===== src/rtl/upsample_layer_sched.sv =====
// rtl/upsample_layer_sched.sv - upsample layer scheduler: descriptor queue, validation, engine sequencing, watchdog
module upsample_layer_sched #(
    parameter int WIDTH_FEATURE_SIZE    = 11,
    parameter int WIDTH_CHANNEL_NUM_REG = 10,
    parameter int QUEUE_DEPTH           = 4,
    parameter int TIMEOUT_BITS          = 20
) (
    input  logic                             clk,
    input  logic                             rst,
    input  logic                             Cmd_Valid,
    output logic                             Cmd_Ready,
    input  logic [WIDTH_FEATURE_SIZE-1:0]    Cmd_Row,
    input  logic [WIDTH_CHANNEL_NUM_REG-1:0] Cmd_Channel,
    input  logic [TIMEOUT_BITS-1:0]          Timeout_Limit,
    input  logic                             Abort,
    output logic [WIDTH_FEATURE_SIZE-1:0]    Row_Num_Out_REG,
    output logic [WIDTH_CHANNEL_NUM_REG-1:0] Channel_Out_Num_REG,
    output logic                             Next_Reg,
    output logic                             Start,
    input  logic                             Upsample_Complete,
    output logic                             Busy,
    output logic                             Layer_Done,
    output logic [7:0]                       Layer_Cnt,
    output logic                             Err_Cfg,
    output logic                             Err_Timeout
);

    localparam int PTR_W   = $clog2(QUEUE_DEPTH);
    localparam int ENTRY_W = WIDTH_FEATURE_SIZE + WIDTH_CHANNEL_NUM_REG;
    localparam logic [PTR_W:0]          PTR_ONE = 1;
    localparam logic [TIMEOUT_BITS-1:0] WD_ONE  = 1;

    typedef enum logic [2:0] {
        S_IDLE   = 3'd0,
        S_LOAD   = 3'd1,
        S_CLEAR  = 3'd2,
        S_SETTLE = 3'd3,
        S_START  = 3'd4,
        S_RUN    = 3'd5,
        S_DONE   = 3'd6
    } state_t;

    state_t                           state_q, state_d;
    logic [ENTRY_W-1:0]               mem_q [QUEUE_DEPTH];
    logic [PTR_W:0]                   wr_ptr_q, wr_ptr_d;
    logic [PTR_W:0]                   rd_ptr_q, rd_ptr_d;
    logic [1:0]                       settle_q, settle_d;
    logic [TIMEOUT_BITS-1:0]          wd_q, wd_d;
    logic [WIDTH_FEATURE_SIZE-1:0]    row_q, row_d;
    logic [WIDTH_CHANNEL_NUM_REG-1:0] ch_q, ch_d;
    logic [7:0]                       cnt_q, cnt_d;
    logic                             err_to_q, err_to_d;

    logic                             q_empty, q_full, push;
    logic [ENTRY_W-1:0]               head;
    logic [WIDTH_FEATURE_SIZE-1:0]    head_row;
    logic [WIDTH_CHANNEL_NUM_REG-1:0] head_ch;
    logic                             head_valid;

    assign q_empty = (wr_ptr_q == rd_ptr_q);
    assign q_full  = (wr_ptr_q[PTR_W] != rd_ptr_q[PTR_W]) &&
                     (wr_ptr_q[PTR_W-1:0] == rd_ptr_q[PTR_W-1:0]);

    // LOAD always pops, so a full queue can still take a descriptor in that cycle
    assign Cmd_Ready = (!q_full || (state_q == S_LOAD)) && !Abort;
    assign push      = Cmd_Valid && Cmd_Ready;

    assign head       = mem_q[rd_ptr_q[PTR_W-1:0]];
    assign head_row   = head[ENTRY_W-1 -: WIDTH_FEATURE_SIZE];
    assign head_ch    = head[WIDTH_CHANNEL_NUM_REG-1:0];
    // engine consumes 16 channels per beat, so channel count must be a non-zero multiple of 16
    assign head_valid = (head_row != '0) && (head_ch != '0) && (head_ch[3:0] == 4'd0);

    // descriptor storage; contents are don't-care until written, so no reset
    always_ff @(posedge clk) begin
        if (push) begin
            mem_q[wr_ptr_q[PTR_W-1:0]] <= {Cmd_Row, Cmd_Channel};
        end
    end

    // next-state logic for the sequencer, queue pointers, watchdog and counters
    always_comb begin
        state_d  = state_q;
        wr_ptr_d = wr_ptr_q;
        rd_ptr_d = rd_ptr_q;
        settle_d = settle_q;
        wd_d     = wd_q;
        row_d    = row_q;
        ch_d     = ch_q;
        cnt_d    = cnt_q;
        err_to_d = err_to_q;

        if (push) begin
            wr_ptr_d = wr_ptr_q + PTR_ONE;
        end

        case (state_q)
            S_IDLE: begin
                if (!q_empty) state_d = S_LOAD;
            end
            S_LOAD: begin
                rd_ptr_d = rd_ptr_q + PTR_ONE;
                if (head_valid) begin
                    row_d   = head_row;
                    ch_d    = head_ch;
                    state_d = S_CLEAR;
                end else begin
                    state_d = S_IDLE;
                end
            end
            S_CLEAR: begin
                settle_d = 2'd0;
                state_d  = S_SETTLE;
            end
            S_SETTLE: begin
                // four cycles for the engine's pipelined size multipliers
                if (settle_q == 2'd3) state_d = S_START;
                else                  settle_d = settle_q + 2'd1;
            end
            S_START: begin
                wd_d    = '0;
                state_d = S_RUN;
            end
            S_RUN: begin
                wd_d = wd_q + WD_ONE;
                // completion takes priority over a watchdog expiring in the same cycle
                if (Upsample_Complete) begin
                    state_d = S_DONE;
                end else if ((Timeout_Limit != '0) && (wd_q == Timeout_Limit - WD_ONE)) begin
                    err_to_d = 1'b1;
                    state_d  = S_IDLE;
                end
            end
            S_DONE: begin
                cnt_d   = cnt_q + 8'd1;
                state_d = S_IDLE;
            end
            default: state_d = S_IDLE;
        endcase

        // abort flushes the queue and the timeout flag but keeps count and sizes
        if (Abort) begin
            state_d  = S_IDLE;
            wr_ptr_d = wr_ptr_q;
            rd_ptr_d = wr_ptr_q;
            err_to_d = 1'b0;
            row_d    = row_q;
            ch_d     = ch_q;
            cnt_d    = cnt_q;
        end
    end

    // state and datapath registers with asynchronous active-low reset
    always_ff @(posedge clk or negedge rst) begin
        if (!rst) begin
            state_q  <= S_IDLE;
            wr_ptr_q <= '0;
            rd_ptr_q <= '0;
            settle_q <= 2'd0;
            wd_q     <= '0;
            row_q    <= '0;
            ch_q     <= '0;
            cnt_q    <= 8'd0;
            err_to_q <= 1'b0;
        end else begin
            state_q  <= state_d;
            wr_ptr_q <= wr_ptr_d;
            rd_ptr_q <= rd_ptr_d;
            settle_q <= settle_d;
            wd_q     <= wd_d;
            row_q    <= row_d;
            ch_q     <= ch_d;
            cnt_q    <= cnt_d;
            err_to_q <= err_to_d;
        end
    end

    assign Row_Num_Out_REG     = row_q;
    assign Channel_Out_Num_REG = ch_q;
    assign Next_Reg            = (state_q == S_CLEAR);
    assign Start               = (state_q == S_START);
    assign Busy                = (state_q != S_IDLE);
    assign Layer_Done          = (state_q == S_DONE);
    assign Layer_Cnt           = cnt_q;
    assign Err_Cfg             = (state_q == S_LOAD) && !head_valid;
    assign Err_Timeout         = err_to_q;

endmodule

===== config.mk =====
export PLATFORM = sky130hd
export DESIGN_NAME = upsample_layer_sched
export DESIGN_NICKNAME = d
export VERILOG_FILES = /design/src/rtl/upsample_layer_sched.sv
export SDC_FILE = /design/constraint.sdc
export NUM_CORES = 1
export LEC_CHECK = 0
export ABC_AREA = 0
export BUFFER_PORTS_ARGS = -buffer_cell sky130_fd_sc_hd__buf_2
export CAP_MARGIN = 20
export CORE_ASPECT_RATIO = 1.2
export CORE_MARGIN = 1
export CORE_UTILIZATION = 58
export DETAILED_ROUTE_END_ITERATION = 12
export HOLD_SLACK_MARGIN = 0.02
export PLACE_DENSITY = 0.91
export SETUP_SLACK_MARGIN = 0.05
export SLEW_MARGIN = 20
export SYNTH_ARGS = -nofsm -noshare
export SYNTH_HDL_FRONTEND = slang
export SYNTH_SLANG_ARGS = --single-unit

===== constraint.sdc =====
create_clock -name clk -period 3.6 [get_ports clk]
set_input_delay 0.72 -clock clk [delete_from_list [all_inputs] [get_ports clk]]
set_output_delay 0.72 -clock clk [all_outputs]
set_load 0.05 [all_outputs]

After elaboration in Yosys (flattened, before gate mapping)
Memories as Yosys holds them, arrays and structs flattened.
Cells that the tools add are included.

storage, ports and cells
  memories = 1
  memory bits (writable) = 84
  output and inout port bits = 36
  register bits after elaboration = 61

memories
  memory  depth  width  rd ports  clocked after Yosys merged registers in  write ports  line  source
  mem_q   4      21     1         0                                        1            44    logic [ENTRY_W-1:0] mem_q [QUEUE_DEPTH];

operators by class
  equal/unequal tests = 16
  bitwise logic cells = 1
  multiplexer cells = 18
  reduce and logical (&&, ||, !) cells = 28
  $add $sub $neg = 6

operators by type and width
  kind                   count
  $pmux 20 s2            1
  $mux 3                 7
  $add 20x1->20 const B  1
  $eq 20x20->1           1
  $reduce_bool 20->1     1
  $sub 20x1->20 const B  1
  $pmux 3 s6             1
  $reduce_bool 11->1     1
  $reduce_bool 10->1     1
  $reduce_bool 2->1      5
  $eq 3x3->1 const B     3
  $reduce_and 3->1       3
  $add 8x1->8 const B    1
  $logic_and 1x1->1      7
  $add 3x1->3 const B    2
  $eq 3x2->1 const B     2
  $mux 1                 6
  $ne 3x3->1 const B     2
  $reduce_and 2->1       3
  $logic_not 4->1        1
  $mux 2                 2
  $ne 2x2->1 const B     2
  $ne 4x4->1 const B     1
  $pmux 2 s2             1
  other kinds (11)       13

Depth between registers and ports, before layout
Gate-level depths: netlist (run 1).

  depth in word-level cells = 8
  gate-level depth with buffers = 9
  gate-level depth less buffers = 8

Worst setup path before layout (run 1)
Ideal clock, no wire load.

  path kind = register to register
  start = register rd_ptr_q[1]
  end = memory mem_q[3][0] (netlist name), enable pin
  data required time = 3.219 ns
  buffers on the path = 1
  cell stages (with the launch flop) = 6
  arrival = 2.790 ns
  path slack = 0.429 ns
  cells stage by stage = dfrtp_1 > buf_1 > xor2_1 > nor2_1 > a31oi_1 > and3_1

between the ends
  longest elaborated chain between the ends = 8

ends and longest elaborated chain
  what                          line  source
  start: declaration            46    logic [PTR_W:0] rd_ptr_q, rd_ptr_d;
  start signal: assignment      168   rd_ptr_q <= rd_ptr_d;
  $eq 2x2->1                    62    (wr_ptr_q[PTR_W-1:0] == rd_ptr_q[PTR_W-1:0]);
  $logic_and 1x1->1             61    assign q_full = (wr_ptr_q[PTR_W] != rd_ptr_q[PTR_W]) &&
  $logic_not 1->1               65    assign Cmd_Ready = (!q_full || (state_q == S_LOAD)) && !Abort;
  $logic_or 1x1->1              65
  $logic_and 1x1->1             65
  net Cmd_Ready                 11    output logic Cmd_Ready,
  $logic_and 1x1->1             66    assign push = Cmd_Valid && Cmd_Ready;
  $mux 1                        76    if (push) begin
  $mux 1 (implied by the code)  77    mem_q[wr_ptr_q[PTR_W-1:0]] <= {Cmd_Row, Cmd_Channel};
  end: declaration              44

The timed path passes the listed nets, and every way through them passes these cells.

Worst setup path after layout (run 1)
  start = register rd_ptr_q[0]
  end = output Err_Cfg

between the ends
  longest elaborated chain between the ends = 6
  elaborated cells between the ends (all ways) = 8
  classes of those cells = reduce/logical: 7; memory: 1

ends and longest elaborated chain
  what                                                             line  source
  $mem_v2 4x21 (*)                                                 --
  $reduce_bool 11->1 / $reduce_bool 10->1 (equally long branches)  72    assign head_valid = (head_row != '0) && (head_ch != '0) && (head_ch[3:0] == 4'd0);
  $logic_and 1x1->1                                                72
  $logic_and 1x1->1 (*)                                            72
  $logic_not 1->1 (*)                                              185   assign Err_Cfg = (state_q == S_LOAD) && !head_valid;
  $logic_and 1x1->1 (*)                                            185
  end: declaration                                                 24    output logic Err_Cfg,

Every way passes the cells marked *; elsewhere a longest branch is shown, timed or not.

==> results of run 1 <==
-- placed cells by master, fill, tap and decap left out, drive strengths merged, types with 3 or more instances in the layout --
cell	netlist	routed
nor3b	5	5
nand2b	4	4
and3	9	9
or3	6	6
dfrtp	61	61
or4	7	7
nor3	18	18
a31oi	3	3
xnor2	27	27
nor4	9	9
mux4	17	17
edfxtp	84	84
nand4	12	12
o31ai	3	3
o22ai	3	3
mux2	19	19
nand3	17	17
xor2	18	18
clkbuf	13	17
mux2i	8	8
inv	11	23
ha	9	9
nand2	31	31
o21ai	20	20
a21oi	10	10
buf	8	93
nor2b	6	6
nor2	26	26
a22o	3	3
-- synthesized netlist by cell type, types with 5 or more instances --
master     n  area [um2]
xor2_1    18         158
xnor2_1   27         236
or3_1      6        37.5
mux2i_1    8        80.1
or4_1      5        37.5
nor3_1    16        80.1
o21ai_0   19        95.1
nand3_1   17        85.1
nor2b_1    6        37.5
nor2_1    26        97.6
mux4_2    14         315
ha_1       9         113
nand2_1   31         116
mux2_4    16         240
nor4_1     8        50.1
and3_1     9        56.3
edfxtp_1  84        2520
nand4_1   12        75.1
clkbuf_1  13        48.8
dfrtp_1   61        1530
a21oi_1   10        50.1
inv_1     11        41.3
-- final cells by class --
| type | count | area [um2] | share of cell area (%) |
|---|---|---|---|
| Multi-Input combinational cell | 315 | 2520 | 31.9 |
| Sequential cell | 145 | 4050 | 51.3 |
| Tap cell | 154 | 193 | 2.44 |
| Clock buffer | 17 | 425 | 5.39 |
| Clock inverter | 15 | 156 | 1.98 |
| Timing Repair Buffer | 93 | 510 | 6.47 |
| Inverter | 11 | 41.3 | 0.523 |
-- worst min path at each step --
stage                                         endpoint  cells after the start  slack (ns)                      from
CTS                    Row_Num_Out_REG[10]$_DFFE_PN0P_                      1        0.30                       rst
floorplan           Channel_Out_Num_REG[0]$_DFFE_PN0P_                      0        0.42                       rst
detailed placement            Layer_Cnt[7]$_DFFE_PN0P_                      1        0.46  Layer_Cnt[7]$_DFFE_PN0P_
global placement              Layer_Cnt[7]$_DFFE_PN0P_                      1        0.46  Layer_Cnt[7]$_DFFE_PN0P_
global route           Row_Num_Out_REG[10]$_DFFE_PN0P_                      1        0.33                       rst
finish                 Row_Num_Out_REG[10]$_DFFE_PN0P_                      1        0.29                       rst
-- critical path: cells and delay by family, from the launching register on --
family,cells,cell delay (ns)
buffers and inverters,2,0.40
DFF,1,0.49
and+or+nand+nor,4,0.79
muxes,1,0.61
-- metal layers --
| layer | vias to the layer above | global-route usage [%] |
|---|---|---|
| met2 | 168 | 44.6 |
| met1 | 2195 | 29.2 |
| met3 | 21 | 6.46 |
| met5 | - | 0 |
| li1 | 2048 | - |
| met4 | 0 | 9.96 |
-- power by group through the flow --
stage	clock (mW)	combinational [mW]	sequential, mW
after global placement	0	1.53	2.25
final	1.72	1.63	2.26
after CTS	1.74	1.65	2.25
after global routing	1.81	1.72	2.29
after detailed placement	0	1.59	2.27
after floorplan	0	0.899	2.52
-- registers in the layout, summed over array words and instances, names as in the netlist --
name	count
state_q	3
settle_q	2
Channel_Out_Num_REG	10
mem_q	84
wr_ptr_q	3
Layer_Cnt	8
Err_Timeout	1
wd_q	20
rd_ptr_q	3
Row_Num_Out_REG	11
-- metrics by stage --
stage                     instance area [um2]  hold WS, ns  setup WS [ns]  utilization [%]
after CTS                                7890        0.302          0.103             70.8
after global placement                   7300        0.457          0.503             65.5
final                                    7890        0.294          0.165             70.9
after global routing                     7890        0.333         0.0580             70.9
after floorplan                          6710        0.424          0.429                -
after detailed placement                 7300        0.463          0.326             65.5
-- cell families (layout without fill, tap and decap cells) --
family,count (synthesis),count (layout)
compound gates,58,58
fa+ha+maj,9,9
buf+inv,32,136
mux,44,44
flops,145,145
simple gates,159,159
xor+xnor,45,45
==> results.json, run 1 <==
{
  "maxSlewViolCount": 0,
  "clk_latency_ns": 0.42,
  "synth_nets": 547,
  "drt-met1-wl_mm": 5.43,
  "synth_compound_area_share_pct": 5.67,
  "wl_met2_mm": 7.56,
  "core_area_mm2": 0.0111,
  "tightest_slew_ns": 0.693,
  "cts_resized": 3,
  "p_leak_nw": 3.17,
  "crit_path_end_kind": "primary output",
  "track_usage_pct": 25.3,
  "hpwl_mm": 9.42,
  "cts_tree": "yes",
  "syn_area_mm2": 0.00671,
  "rows": 42,
  "grt_pass1_wl_mm": 22.6,
  "synth_mux_area_share_pct": 11.2,
  "r2r_cells": 8,
  "synthSimpleGateAreaFrac_pct": 13.0,
  "required_ns": 2.88,
  "seq_area_frac_synth_pct": 60.3,
  "worst_setup_path_start_kind": "flip-flop",
  "avgSynthCellArea_um2": 13.6,
  "p_clk_share_pct": 30.7,
  "status": "complete, no violations",
  "critPathKind": "flip-flop to primary output",
  "first_pass_iters": 5,
  "swShare_pct": 35.1,
  "die_x_um": 100,
  "power_density_mw_per_mm2": 711,
  "fillCellCount": 747,
  "seqPwrFrac_pct": 40.3,
  "power_mw": 5.61,
  "async_flop_share_pct": 42.1,
  "ios": 82,
  "ys_seq_elements": 145,
  "clockBufferDepth": 2,
  "first_iter_violations": 280,
  "drtAntennaViolNets": 0,
  "worstSetupStartpoint": "rd_ptr_q[0]$_DFFE_PN0P_",
  "cts-htree-levels": 4,
  "max_freq_ghz": 0.291,
  "die_h_um": 120,
  "grt_pass1_vias": 4683,
  "place_congestion": 0.872,
  "switchingPower_mw": 1.97,
  "synth_top_family_by_area": "simple AND/OR/NAND/NOR gates",
  "path_clk_slew_ns": 0.06,
  "synth.distinct_cells": 59,
  "max_slew_margin_pct": 53.4,
  "combPwrFrac_pct": 29.1,
  "postCtsSetupRepairBufs": 0,
  "antenna_found_initial": 0,
  "endpoint": "Err_Cfg",
  "period_needed_ns": 3.44,
  "setup_viol": 0,
  "drv_cap": 0,
  "diodes": 0,
  "finalNonFillerCells": 750,
  "areaGrowthSynthToFinish_pct": 17.6,
  "crit_chain": "buf_12 -> mux4_1 -> nor4_2 -> and3_1 -> nor3_2 -> nor2_1 -> buf_4",
  "via_per_inst": 5.91,
  "r2r_end": "Row_Num_Out_REG[3]$_DFFE_PN0P_",
  "worstPathMaxFanout": 10,
  "drc_errors": 0,
  "fin_crit_sh_pct": 95.4,
  "dp_cells": 718,
  "synth_edf_count": 84,
  "grt_overflow": 0,
  "slowest_delay_ns": 0.61,
  "grt_start_max_net_pins": 33,
  "drt-wirelength-per-cell_um": 18.8,
  "clock_skew_ns": 0.00622,
  "critical-path-slowest-cell": "mux4_1",
  "cts.sinks": 145,
  "port_buffers": 81,
  "drive_gt1_share_pct": 28.7,
  "hp-class": "input port to async pin",
  "cts_root_buf": "clkbuf_16",
  "setup_tns_ns": 0,
  "ir_worst_vdd_v": 0.000706,
  "r2r_start": "rd_ptr_q[0]$_DFFE_PN0P_",
  "drt_wl_total_mm": 14.1,
  "synthAdderAreaFrac_pct": 1.68,
  "start_util_pct": 60.2,
  "ctsHoldBuffers": 0,
  "synth_xor_area_share_pct": 5.87,
  "highest_layer": "met4",
  "worst-r2r-setup-slack_ns": 0.75,
  "rsz0062_at_grt": "false",
  "ys.flop_type": "edfxtp_1",
  "p_int_mw": 3.64,
  "cts_made_buffers": 17,
  "netlist_instances": 492,
  "yosysWarnings": 0,
  "met3WireLength_um": 863,
  "nets": 638,
  "critPathArrivalTime_ns": 2.72,
  "vias": 4432,
  "die_area_mm2": 0.0120,
  "hold_viol": 0
}
Note: power is estimated with default switching activity, not from simulation.
==> run 2: changes to the inputs <==
SETUP_SLACK_MARGIN = 0.2   (was 0.05)
==> run 2 against run 1 <==
Against the previous run: core utilization rose by 0.39 points; flip-flop and latch count is the same; combinational power is 4% higher; wire length up 0.33%.
==> results.json, run 2 (same netlist as run 1, synthesis figures left out) <==
{
  "critPathKind": "flip-flop to primary output",
  "rsz0062_at_grt": "true",
  "port_buffers": 81,
  "antenna_found_initial": 0,
  "core_area_mm2": 0.0111,
  "critical-path-slowest-cell": "mux4_2",
  "hp-class": "input port to async pin",
  "dp_cells": 718,
  "nets": 642,
  "die_area_mm2": 0.0120,
  "worst_setup_path_start_kind": "flip-flop",
  "clk_latency_ns": 0.42,
  "largest_reg_flops": 84,
  "critPathArrivalTime_ns": 2.64,
  "seqPwrFrac_pct": 39.7,
  "r2r_start": "rd_ptr_q[0]$_DFFE_PN0P_",
  "clockBufferDepth": 2,
  "drive_gt1_share_pct": 29.5,
  "rows": 42,
  "path_clk_slew_ns": 0.07,
  "grt_pass1_vias": 4697,
  "max_slew_margin_pct": 54.6,
  "final_common_cell": "edfxtp_1",
  "power_density_mw_per_mm2": 716,
  "grt_pass1_wl_mm": 22.6,
  "first_iter_violations": 278,
  "ir_worst_vdd_v": 0.000706,
  "p_clk_share_pct": 30.4,
  "start_util_pct": 60.2,
  "ctsHoldBuffers": 0,
  "r2r_cells": 9,
  "drtAntennaViolNets": 0,
  "grt_start_max_net_pins": 33,
  "path_common_cell": "nor3_2",
  "swShare_pct": 35.3,
  "crit_buf_inv": 2,
  "vias": 4475,
  "setup_viol": 0,
  "hpwl_mm": 9.42,
  "track_usage_pct": 25.3,
  "cts_root_buf": "clkbuf_16",
  "via_per_inst": 5.94,
  "setup_tns_ns": 0,
  "p_leak_nw": 3.19,
  "maxSlewViolCount": 0,
  "crit_path_end_kind": "primary output",
  "r2r_end": "Channel_Out_Num_REG[5]$_DFFE_PN0P_",
  "cts.sinks": 145,
  "drt_wl_total_mm": 14.1,
  "slowest_delay_ns": 0.54,
  "path_delay_family": "simple AND/OR/NAND/NOR gates",
  "switchingPower_mw": 2.00,
  "grt_overflow": 0,
  "first_pass_iters": 5,
  "p_int_mw": 3.68,
  "drc_errors": 0,
  "cts_tree": "yes",
  "dp_slack_ns": 0.326,
  "crit_chain": "buf_12 -> mux4_2 -> or4_1 -> nor3_2 -> nor3_2 -> nor2_1 -> buf_6",
  "status": "complete, no violations",
  "tightest_slew_ns": 0.677,
  "combPwrFrac_pct": 29.9,
  "fin_crit_sh_pct": 93.3,
  "holdWs_ns": 0.290,
  "clock_skew_ns": 0.0101,
  "place_congestion": 0.872,
  "layout_common_cells": "edfxtp_1 (84), buf_2 (80), dfrtp_1 (59)",
  "drv_cap": 0,
  "required_ns": 2.88,
  "die_x_um": 100,
  "drt-wirelength-per-cell_um": 18.8,
  "final_area_mm2": 0.00794,
  "finalNonFillerCells": 754,
  "worst-r2r-setup-slack_ns": 0.76,
  "cts_made_buffers": 17,
  "cts-htree-levels": 4,
  "diodes": 0,
  "setup_ws_ns": 0.243,
  "worstPathMaxFanout": 10,
  "worstSetupStartpoint": "rd_ptr_q[0]$_DFFE_PN0P_",
  "max_freq_ghz": 0.298,
  "ios": 82,
  "dpl_cell_area_mm2": 0.00730,
  "hold_viol": 0,
  "areaGrowthSynthToFinish_pct": 18.3,
  "period_needed_ns": 3.36,
  "die_h_um": 120
}
run 2: layout make-up:
cell class	instances	area [um2]
inverter	11	41.3
sequential	145	4050
fill	738	3200
tap	154	193
clock inverter	15	156
timing repair buffer	97	544
clock buffer	17	425
multi-input combinational	315	2530
run 2: worst max path at each step:
stage,to,slack [ns],depth (start not counted)
2_1_floorplan,mem_q[3][0]$_DFFE_PP_,0.43,5
3_3_place_gp,Err_Cfg,0.50,7
3_5_place_dp,state_q[2]$_DFFE_PN0P_,0.33,9
4_1_cts,Err_Cfg,0.20,7
5_1_grt,Err_Cfg,0.16,7
6_report,Err_Cfg,0.24,7
run 2: power by group through the flow:
stage	Combinational (mW)	Clock, mW	Sequential, mW
2_1_floorplan	0.899	0	2.52
3_3_place_gp	1.53	0	2.25
3_5_place_dp	1.59	0	2.27
4_1_cts	1.67	1.74	2.25
5_1_grt	1.79	1.81	2.28
6_report	1.70	1.73	2.25
run 2: metal layers:
metal	share of wire (%)	vias to the layer above	global-route usage (%)	wire, um
met5	0	-	0	0
met4	1.8	0	10.4	249
met3	6.0	26	6.29	852
met2	53	165	44.7	7550
met1	39	2230	29.1	5490
li1	-	2054	-	-
run 2: repair_timing:
item | CTS | global route
pin swaps | 0 | 1
setup buffers | 1 | 3
gates resized for setup | 5 | 3
gates cloned | 0 | 0
setup endpoints to repair | 1 | 1
run 2: through the flow:
stage | power, mW | utilization [%]
after floorplan | 3.41 | -
after global placement | 3.78 | 65.5
after detailed placement | 3.86 | 65.5
after CTS | 5.66 | 71.0
after global routing | 5.88 | 71.2
final | 5.68 | 71.2
